### src/rtl/timer_bank_pkg.sv
// Shared command codes and channel state encoding for the timer bank.
package timer_bank_pkg;

  localparam logic [1:0] CMD_PERIOD = 2'b00;
  localparam logic [1:0] CMD_START  = 2'b01;
  localparam logic [1:0] CMD_STOP   = 2'b10;
  localparam logic [1:0] CMD_NOP    = 2'b11;

  typedef enum logic {
    ST_IDLE = 1'b0,
    ST_RUN  = 1'b1
  } state_e;

endpackage

### src/rtl/timer_chan.sv
// One down-counting timer channel: periodic or one-shot, gated by i_en, registered tc pulse.
module timer_chan
  import timer_bank_pkg::*;
#(
  parameter int WIDTH = 16
) (
  input  logic             clk,
  input  logic             rst,
  input  logic             i_cmd_stb,
  input  logic [1:0]       i_cmd,
  input  logic [WIDTH-1:0] i_period,
  input  logic             i_oneshot,
  input  logic             i_en,
  output logic             o_tc,
  output logic             o_busy,
  output logic [WIDTH-1:0] o_count
);

  state_e           r_state;
  logic [WIDTH-1:0] r_count;
  logic [WIDTH-1:0] r_period;
  logic             r_oneshot;
  logic             r_tc;

  logic w_start, w_stop, w_setp;

  assign w_start = i_cmd_stb && (i_cmd == CMD_START);
  assign w_stop  = i_cmd_stb && (i_cmd == CMD_STOP);
  assign w_setp  = i_cmd_stb && (i_cmd == CMD_PERIOD);

  // Commands take priority over counting; a reload reads the period before any same-cycle write.
  always_ff @(posedge clk) begin
    if (rst) begin
      r_state   <= ST_IDLE;
      r_count   <= '0;
      r_period  <= '0;
      r_oneshot <= 1'b0;
      r_tc      <= 1'b0;
    end else begin
      r_tc <= 1'b0;
      if (w_start) begin
        r_period  <= i_period;
        r_oneshot <= i_oneshot;
        r_count   <= i_period;
        r_state   <= ST_RUN;
      end else if (w_stop) begin
        r_state <= ST_IDLE;
      end else begin
        if (w_setp) r_period <= i_period;
        if (r_state == ST_RUN && i_en) begin
          if (r_count != '0) begin
            r_count <= r_count - 1'b1;
          end else begin
            r_tc <= 1'b1;
            if (r_oneshot) r_state <= ST_IDLE;
            else           r_count <= r_period;
          end
        end
      end
    end
  end

  assign o_tc    = r_tc;
  assign o_busy  = (r_state == ST_RUN);
  assign o_count = r_count;

endmodule

### src/rtl/timer_bank.sv
// Bank of NCH programmable timers behind one valid/ready command port.
// Optional sticky status/irq outputs are built when TIMER_BANK_IRQ_EN is defined.
module timer_bank
  import timer_bank_pkg::*;
#(
  parameter int WIDTH = 16,
  parameter int NCH   = 4,
  parameter int CH_W  = (NCH > 1 ? $clog2(NCH) : 1)
) (
  input  logic                 clk,
  input  logic                 rst,
  input  logic                 cfg_valid,
  output logic                 cfg_ready,
  input  logic [CH_W-1:0]      cfg_ch,
  input  logic [1:0]           cfg_cmd,
  input  logic [WIDTH-1:0]     cfg_period,
  input  logic                 cfg_oneshot,
  input  logic [NCH-1:0]       en,
  output logic [NCH-1:0]       tc,
  output logic [NCH-1:0]       busy,
  output logic [NCH*WIDTH-1:0] count
`ifdef TIMER_BANK_IRQ_EN
  ,
  input  logic [NCH-1:0]       irq_clr,
  output logic [NCH-1:0]       status,
  output logic                 irq
`endif
);

  logic r_ready;
  logic w_acc;

  always_ff @(posedge clk) begin
    if (rst) r_ready <= 1'b0;
    else     r_ready <= 1'b1;
  end

  assign cfg_ready = r_ready;
  // Out-of-range channel indices simply match no instance below.
  assign w_acc     = cfg_valid && r_ready && (cfg_cmd != CMD_NOP);

  for (genvar gi = 0; gi < NCH; gi++) begin : g_chan
    logic w_stb;
    assign w_stb = w_acc && (cfg_ch == CH_W'(gi));

    timer_chan #(
      .WIDTH(WIDTH)
    ) u_chan (
      .clk      (clk),
      .rst      (rst),
      .i_cmd_stb(w_stb),
      .i_cmd    (cfg_cmd),
      .i_period (cfg_period),
      .i_oneshot(cfg_oneshot),
      .i_en     (en[gi]),
      .o_tc     (tc[gi]),
      .o_busy   (busy[gi]),
      .o_count  (count[gi*WIDTH +: WIDTH])
    );
  end

`ifdef TIMER_BANK_IRQ_EN
  logic [NCH-1:0] r_status;
  logic           r_irq;

  always_ff @(posedge clk) begin
    if (rst) begin
      r_status <= '0;
      r_irq    <= 1'b0;
    end else begin
      r_status <= (r_status & ~irq_clr) | tc;
      r_irq    <= |r_status;
    end
  end

  assign status = r_status;
  assign irq    = r_irq;
`endif

endmodule

### config.mk
export PLATFORM = sky130hd
export DESIGN_NAME = timer_bank
export DESIGN_NICKNAME = d
export VERILOG_FILES = /design/src/rtl/timer_bank_pkg.sv /design/src/rtl/timer_chan.sv /design/src/rtl/timer_bank.sv
export SDC_FILE = /design/constraint.sdc
export NUM_CORES = 1
export LEC_CHECK = 0
export CAP_MARGIN = 20
export CORE_ASPECT_RATIO = 1.5
export CORE_UTILIZATION = 60
export CTS_BUF_LIST = sky130_fd_sc_hd__clkbuf_16
export DETAILED_ROUTE_END_ITERATION = 10
export PLACE_DENSITY = 0.86
export SETUP_SLACK_MARGIN = 0.5
export SKIP_LAST_GASP = 1
export SYNTH_ARGS = -nofsm -noshare
export SYNTH_HDL_FRONTEND = slang
export SYNTH_SLANG_ARGS = --single-unit
### constraint.sdc
create_clock -name clk -period 6.8 [get_ports clk]
set_clock_uncertainty 0.2 [all_clocks]
set_input_delay 1.36 -clock clk [delete_from_list [all_inputs] [get_ports clk]]
set_output_delay 1.36 -clock clk [all_outputs]
set_load 0.02 [all_outputs]
Yosys cells after proc, flatten, opt, wreduce, memory -nomap -nowiden
Index checks and enable logic that the tools add are counted.
W data, S select, Z words.
{"block": "op_classes", "n_mux": 57, "n_reduce_logical": 60, "eq_ne": 18, "n_addsub": 4, "bitwise_logic": 4}
{"operator": "$mux W16", "n": 32}
{"operator": "$reduce_bool A16 Y1", "n": 4}
{"operator": "$sub A16 B1 Y16 const B", "n": 4}
{"operator": "$mux W1", "n": 25}
{"operator": "$reduce_and A3 Y1", "n": 8}
{"operator": "$reduce_bool A3 Y1", "n": 8}
{"operator": "$logic_and A1 B1 Y1", "n": 22}
{"operator": "$reduce_bool A2 Y1", "n": 8}
{"operator": "$reduce_or A4 Y1", "n": 4}
{"operator": "$ne A3 B1 Y1 const B", "n": 4}
{"operator": "$ne A3 B3 Y1 const B", "n": 4}
{"operator": "$ne A2 B1 Y1 const B", "n": 4}
{"operator": "$reduce_and A2 Y1", "n": 4}
{"operator": "$eq A2 B2 Y1 const B", "n": 3}
{"operator": "$eq A2 B1 Y1 const B", "n": 2}
{"operator": "$logic_not A2 Y1", "n": 2}
{"operator": "$not A1 Y1", "n": 4}
{"operator": "$ne A2 B2 Y1 const B", "n": 1}
{"block": "word_totals", "out_inout_bits": 73, "wordCells": 164, "ff_bits": 141, "input_bits": 28}

Depth between registers and ports, before layout
{"block": "logic_depth", "depth_word": 7, "ltp_mapped": 10, "mapped_depth_nobuf": 8}

By module
A second synthesis with hierarchy kept.
{"block": "hier_totals", "hier_cells": 1017, "hier_area_um2": 7996.4}
{"mod": "timer_chan", "area_per_inst_um2": 1974.4, "cells_per_inst": 252, "instances": 4, "seq_area_each_um2": 700.7}
{"mod": "timer_bank", "area_per_inst_um2": 98.8, "cells_per_inst": 9, "instances": 1, "seq_area_each_um2": 20.0}

Worst setup path after synthesis
No wires, ideal clock.
{"block": "synth_path", "path_type": "in2reg", "startpoint": "input cfg_cmd[1]", "endpoint": "register g_chan[0].u_chan.r_count[0]", "setup_time_ns": 0.092, "path_stages": 7, "t_arrival_ns": 3.105, "slack_ns": 3.403, "required_time_ns": 6.508, "path_buffers": 1, "path_cell_list": "nand3b_1 -> nor3_1 -> nand2_1 -> a21oi_1 -> clkbuf_1 -> o211ai_1 -> o32ai_1"}
{"block": "synth_between", "elab_chain_len": 6, "elab_cells_between_ends": 12, "classes_between": "5 x eq/ne; 1 x mux; 6 x reduce/logical"}
{"item": "from (decl)", "line_no": "timer_bank.sv:15", "text": "input logic [1:0] cfg_cmd,"}
{"item": "$ne A2 B2 Y1", "line_no": "timer_bank.sv:40", "text": "assign w_acc = cfg_valid && r_ready && (cfg_cmd != CMD_NOP);"}
{"item": "$logic_and A1 B1 Y1", "line_no": "timer_bank.sv:40"}
{"item": "$logic_and A1 B1 Y1", "line_no": "timer_bank.sv:44", "text": "assign w_stb = w_acc && (cfg_ch == CH_W'(gi));"}
{"item": "$logic_and A1 B1 Y1 (on tied branches)", "line_no": "timer_chan.sv:27, timer_chan.sv:28"}
{"item": "$ne A3 B3 Y1 (no line) (tied with other cells)"}
{"item": "$reduce_and A3 Y1 (no line)"}
{"item": "to (signal assigned)", "line_no": "timer_chan.sv:44", "text": "r_count <= i_period;"}
{"item": "to (signal assigned)", "line_no": "timer_chan.sv:52", "text": "r_count <= r_count - 1'b1;"}
{"item": "to (signal assigned)", "line_no": "timer_chan.sv:56", "text": "else r_count <= r_period;"}
{"item": "to (decl)", "line_no": "timer_chan.sv:20", "text": "logic [WIDTH-1:0] r_count;"}
Parallel ways exist; a longest one is shown, timed or not.
A chain may end at the register's enable or synchronous reset.

Worst setup path after layout
{"block": "layout_path", "startpoint": "input cfg_cmd[1]", "endpoint": "register g_chan[1].u_chan.r_count[14]"}
{"block": "layout_between", "elab_chain_len": 6, "elab_cells_between_ends": 12, "classes_between": "5 x eq/ne; 1 x mux; 6 x reduce/logical"}
{"item": "$ne A2 B2 Y1", "line_no": "timer_bank.sv:40"}
{"item": "$logic_and A1 B1 Y1", "line_no": "timer_bank.sv:40"}
{"item": "$logic_and A1 B1 Y1", "line_no": "timer_bank.sv:44"}
{"item": "$logic_and A1 B1 Y1 (on tied branches)", "line_no": "timer_chan.sv:27, timer_chan.sv:28"}
{"item": "$ne A3 B3 Y1 (no line) (tied with other cells)"}
{"item": "$reduce_and A3 Y1 (no line)"}
{"item": "to (signal assigned)", "line_no": "timer_chan.sv:44"}
{"item": "to (signal assigned)", "line_no": "timer_chan.sv:52"}
{"item": "to (signal assigned)", "line_no": "timer_chan.sv:56"}
{"item": "to (decl)", "line_no": "timer_chan.sv:20"}
Parallel ways exist; a longest one is shown, timed or not.

==> impl_metrics.csv <==
group,metric,value,unit
die,ios,101,
die,die_w,93.5,um
timing,worst_slew_pin_slew,0.912,ns
cells_and_area,areaGrowthSynthToFinish,19.2,%
clock_network,clk_path_buf_depth,2,
timing,fin_crit_sh,0.653,
die,die_h,139,um
drt,wirelength,22500,um
timing,rsz0062_at_grt,"no",
timing,slew_headroom,0.386,
worst_setup_path,r2r-start,"g_chan[2].u_chan.o_count[7]$_SDFFE_PP0P_",
worst_setup_path,crit_chain,"clkdlybuf4s50_1 -> nand3b_1 -> nor3b_2 -> nand2_1 -> a21boi_2 -> buf_8 -> o211ai_1 -> a21oi_1",
timing,finalCriticalPeriod,4.44,ns
drt,wl_met2,10800,um
placed_design,io_buffers,100,
die,dieArea,13000,um2
drt,drt-wirelength-per-cell,18.5,um
synth,yosysSeqAreaShare,0.375,
clock_network,cts_tree,"done",
synth,synth_area_leaders,"dfxtp_1, nand2_1, a21oi_1",
pwr,p_leak,3.16,nW
global_route,antenna_found_initial,0,
global_route,grt_pass1_vias,7067,
synth,yosysWarnings,0,
drt,wl_met3,2200,um
cells_and_area,drive_above_1_share,0.0564,
worst_setup_path,critPathSlowestCell,"nor3b_2",
drt,num_vias,7808,
worst_setup_path,critPathRequiredTime,6.94,ns
synth,netlist_area,7530,um2
status,status,"finished, final reports clean",
die,rows,49,
clock_network,htree_num_levels,4,
clock_network,post_cts_buffers,0,
global_route,grt_max_degree,84,
timing,report.final.slew_viol_count,0,
worst_setup_path,r2r_end,"g_chan[2].u_chan.o_count[6]$_SDFFE_PP0P_",
synth,synthArstFlopShare,0,
worst_setup_path,critical_path_class,"in2reg",
global_route,grt_pass1_wl,35900,um
drt,via_per_inst,6.42,
cells_and_area,fin_cells,1217,
clock_network,root_buffer,"clkbuf_16",
pwr,peakVddDrop,0.181,mV
clock_network,ctsHoldBuffers,0,
worst_setup_path,worstPathArrival,4.58,ns
worst_setup_path,r2r.worst_path.cells,6,
cells_and_area,nets,1088,
worst_setup_path,worstPathMaxFanout,28,
timing,tns,0,ns
placed_design,gp_congestion,0.897,
placed_design,hpwlAfterDp,14000,um
global_route,grt_util_all_layers,0.351,
placed_design,dp_cells,1183,
synth,synth_cell_types,57,
synth,synthFlopType,"dfxtp_1",
die,coreArea,12100,um2
drt,drt_iter0_drc,692,
clock_network,clk_pin_slew,0.06,ns
worst_setup_path,crit_path_start_kind,"input pin",
timing,setup_slack,2.36,ns
synth,yosys.area.top_type,"dfxtp_1",
timing,final_hold_viol_count,0,
cells_and_area,diodes,0,
synth,synth-seq-cells,141,
synth,synth_top_area_share,0.375,
pwr,power_density,240,nW/um2
timing,finalSetupViolCount,0,
synth,syn_avg_cell_area,7.42,um2
worst_setup_path,critPathCapture,"g_chan[1].u_chan.o_count[14]$_SDFFE_PP0P_",
synth,syn_inst,1015,
placed_design,dp_slack,1.51,ns
drt,ant_nets,0,
worst_setup_path,critPathLaunch,"cfg_cmd[1]",
die,initial_core_util,0.620,
synth,synth_edf_count,0,
job,max-cap-violations,0,
global_route,grt.overflow.total,0,
drt,highest_layer,"met4",
hold_path,min_path_type,"reg2reg",
drt,drc,0,
worst_setup_path,rrSetupSlack,3.40,ns
drt,drt-pass1-iter-count,5,
worst_setup_path,max_stage_delay,0.79,ns
clock_network,cts.sinks,141,
clock_network,cts_buffers,17,
worst_setup_path,critPathCaptureType,"register",
timing,fmax,225,MHz
synth,synth_fp_nets,1051,
clock_network,cts-resized-gates,0,
drt,wl_met1,8680,um
clock_network,clk_latency,0.42,ns
per-layer routing:
metal / GRT usage / up-vias
li1: - / 3673
met1: 0.446 / 3615
met2: 0.552 / 436
met3: 0.0792 / 84
met4: 0.179 / 0
met5: 0 / -
stage by stage:
| stage | total power (W) | hold slack, ns | util | cell area, um2 |
|---|---|---|---|---|
| 2_1_floorplan | 0.00115 | 0.232 | - | 7530 |
| 3_3_place_gp | 0.00123 | 0.239 | 0.688 | 8350 |
| 3_5_place_dp | 0.00123 | 0.247 | 0.689 | 8360 |
| 4_1_cts | 0.00214 | 0.254 | 0.736 | 8940 |
| 5_1_grt | 0.00223 | 0.270 | 0.740 | 8980 |
| 6_report | 0.00216 | 0.253 | 0.740 | 8980 |
cell type report:
class | instances | area [um2]
inverter | 19 | 71.3
clock inverter | 14 | 155
sequential | 141 | 2820
multi-input combinational | 762 | 4210
tap | 153 | 191
fill | 929 | 3160
clock buffer | 17 | 425
timing repair buffer | 111 | 1100
critical path, delay by kind of cell:
kind / cells / cell delay [ns]
buffers and inverters: 2 / 0.73
AOI/OAI and AO/OA: 3 / 0.77
and+or+nand+nor: 3 / 1.71
flip-flops by register name (all words and copies together) (netlist names):
signal / flops
g_chan.u_chan.o_tc: 4
g_chan.u_chan.o_busy: 4
cfg_ready: 1
g_chan.u_chan.r_period: 64
g_chan.u_chan.o_count: 64
g_chan.u_chan.r_oneshot: 4
cells in the final DEF, fill, tap and decap left out, types with 6 or more instances in the layout:
cell type	count
xor2_1	16
nor4_1	17
inv_1	21
nand4_1	6
nor3_1	26
nand3_1	13
clkbuf_16	17
o21ai_0	49
ha_1	8
a31oi_1	50
or3_1	11
or2_2	8
clkdlybuf4s50_1	99
o31ai_1	14
dfxtp_1	141
or4_1	13
a21oi_1	98
nand2_1	231
buf_4	8
nor2_1	47
o21ai_1	14
o211ai_1	49
xnor2_1	26
report_power, final:
part / total [W] / internal [W] / switching (W)
clock: 0.000926 / 0.000568 / 0.000358
sequential: 0.000857 / 0.000840 / 0.0000174
combinational: 0.000374 / 0.000145 / 0.000229
worst min-delay path by stage:
stage / slack (ns) / start / to / cells after the start
after CTS: 0.25 / g_chan[3].u_chan.r_period[11]$_SDFFE_PP0P_ / g_chan[3].u_chan.r_period[11]$_SDFFE_PP0P_ / 2
after global placement: 0.24 / g_chan[2].u_chan.r_period[12]$_SDFFE_PP0P_ / g_chan[2].u_chan.r_period[12]$_SDFFE_PP0P_ / 2
after global routing: 0.27 / g_chan[1].u_chan.r_oneshot$_SDFFE_PP0P_ / g_chan[1].u_chan.r_oneshot$_SDFFE_PP0P_ / 2
final: 0.25 / g_chan[3].u_chan.r_period[7]$_SDFFE_PP0P_ / g_chan[3].u_chan.r_period[7]$_SDFFE_PP0P_ / 2
after floorplan: 0.23 / g_chan[1].u_chan.r_oneshot$_SDFFE_PP0P_ / g_chan[1].u_chan.r_oneshot$_SDFFE_PP0P_ / 2
after detailed placement: 0.25 / g_chan[3].u_chan.r_period[11]$_SDFFE_PP0P_ / g_chan[3].u_chan.r_period[11]$_SDFFE_PP0P_ / 2
cell usage after synthesis, drive strengths merged (2+ instances only):
cell,number
nand3,13
nand2,231
a21oi,99
o31ai,14
a31oi,50
o21ai,63
a21boi,2
clkbuf,74
nand4,6
o22ai,4
nor2,47
inv,19
xor2,16
o2bb2ai,3
or2,9
ha,8
o21a,4
o311ai,3
nor3,27
o211ai,50
nor4,18
or4,13
nand4b,5
buf,19
a2bb2oi,2
dfxtp,141
xnor2,26
o41ai,2
a211oi,4
o211a,3
or3,11
or3b,4
nand2b,5
nand3b,5
nor2b,2
a311oi,2
nor3b,3
logic make-up (layout without fill, tap and decap cells):
logic type,after synthesis,in the layout,synth area share
xor+xnor,42,42,0.0488
simple gates,400,400,0.242
fa+ha+maj,8,8,0.0133
mux,1,1,0.00133
compound gates,311,311,0.253
buf+inv,112,161,0.0666
flops,141,141,0.375
Power figures use the tool's default switching activity.
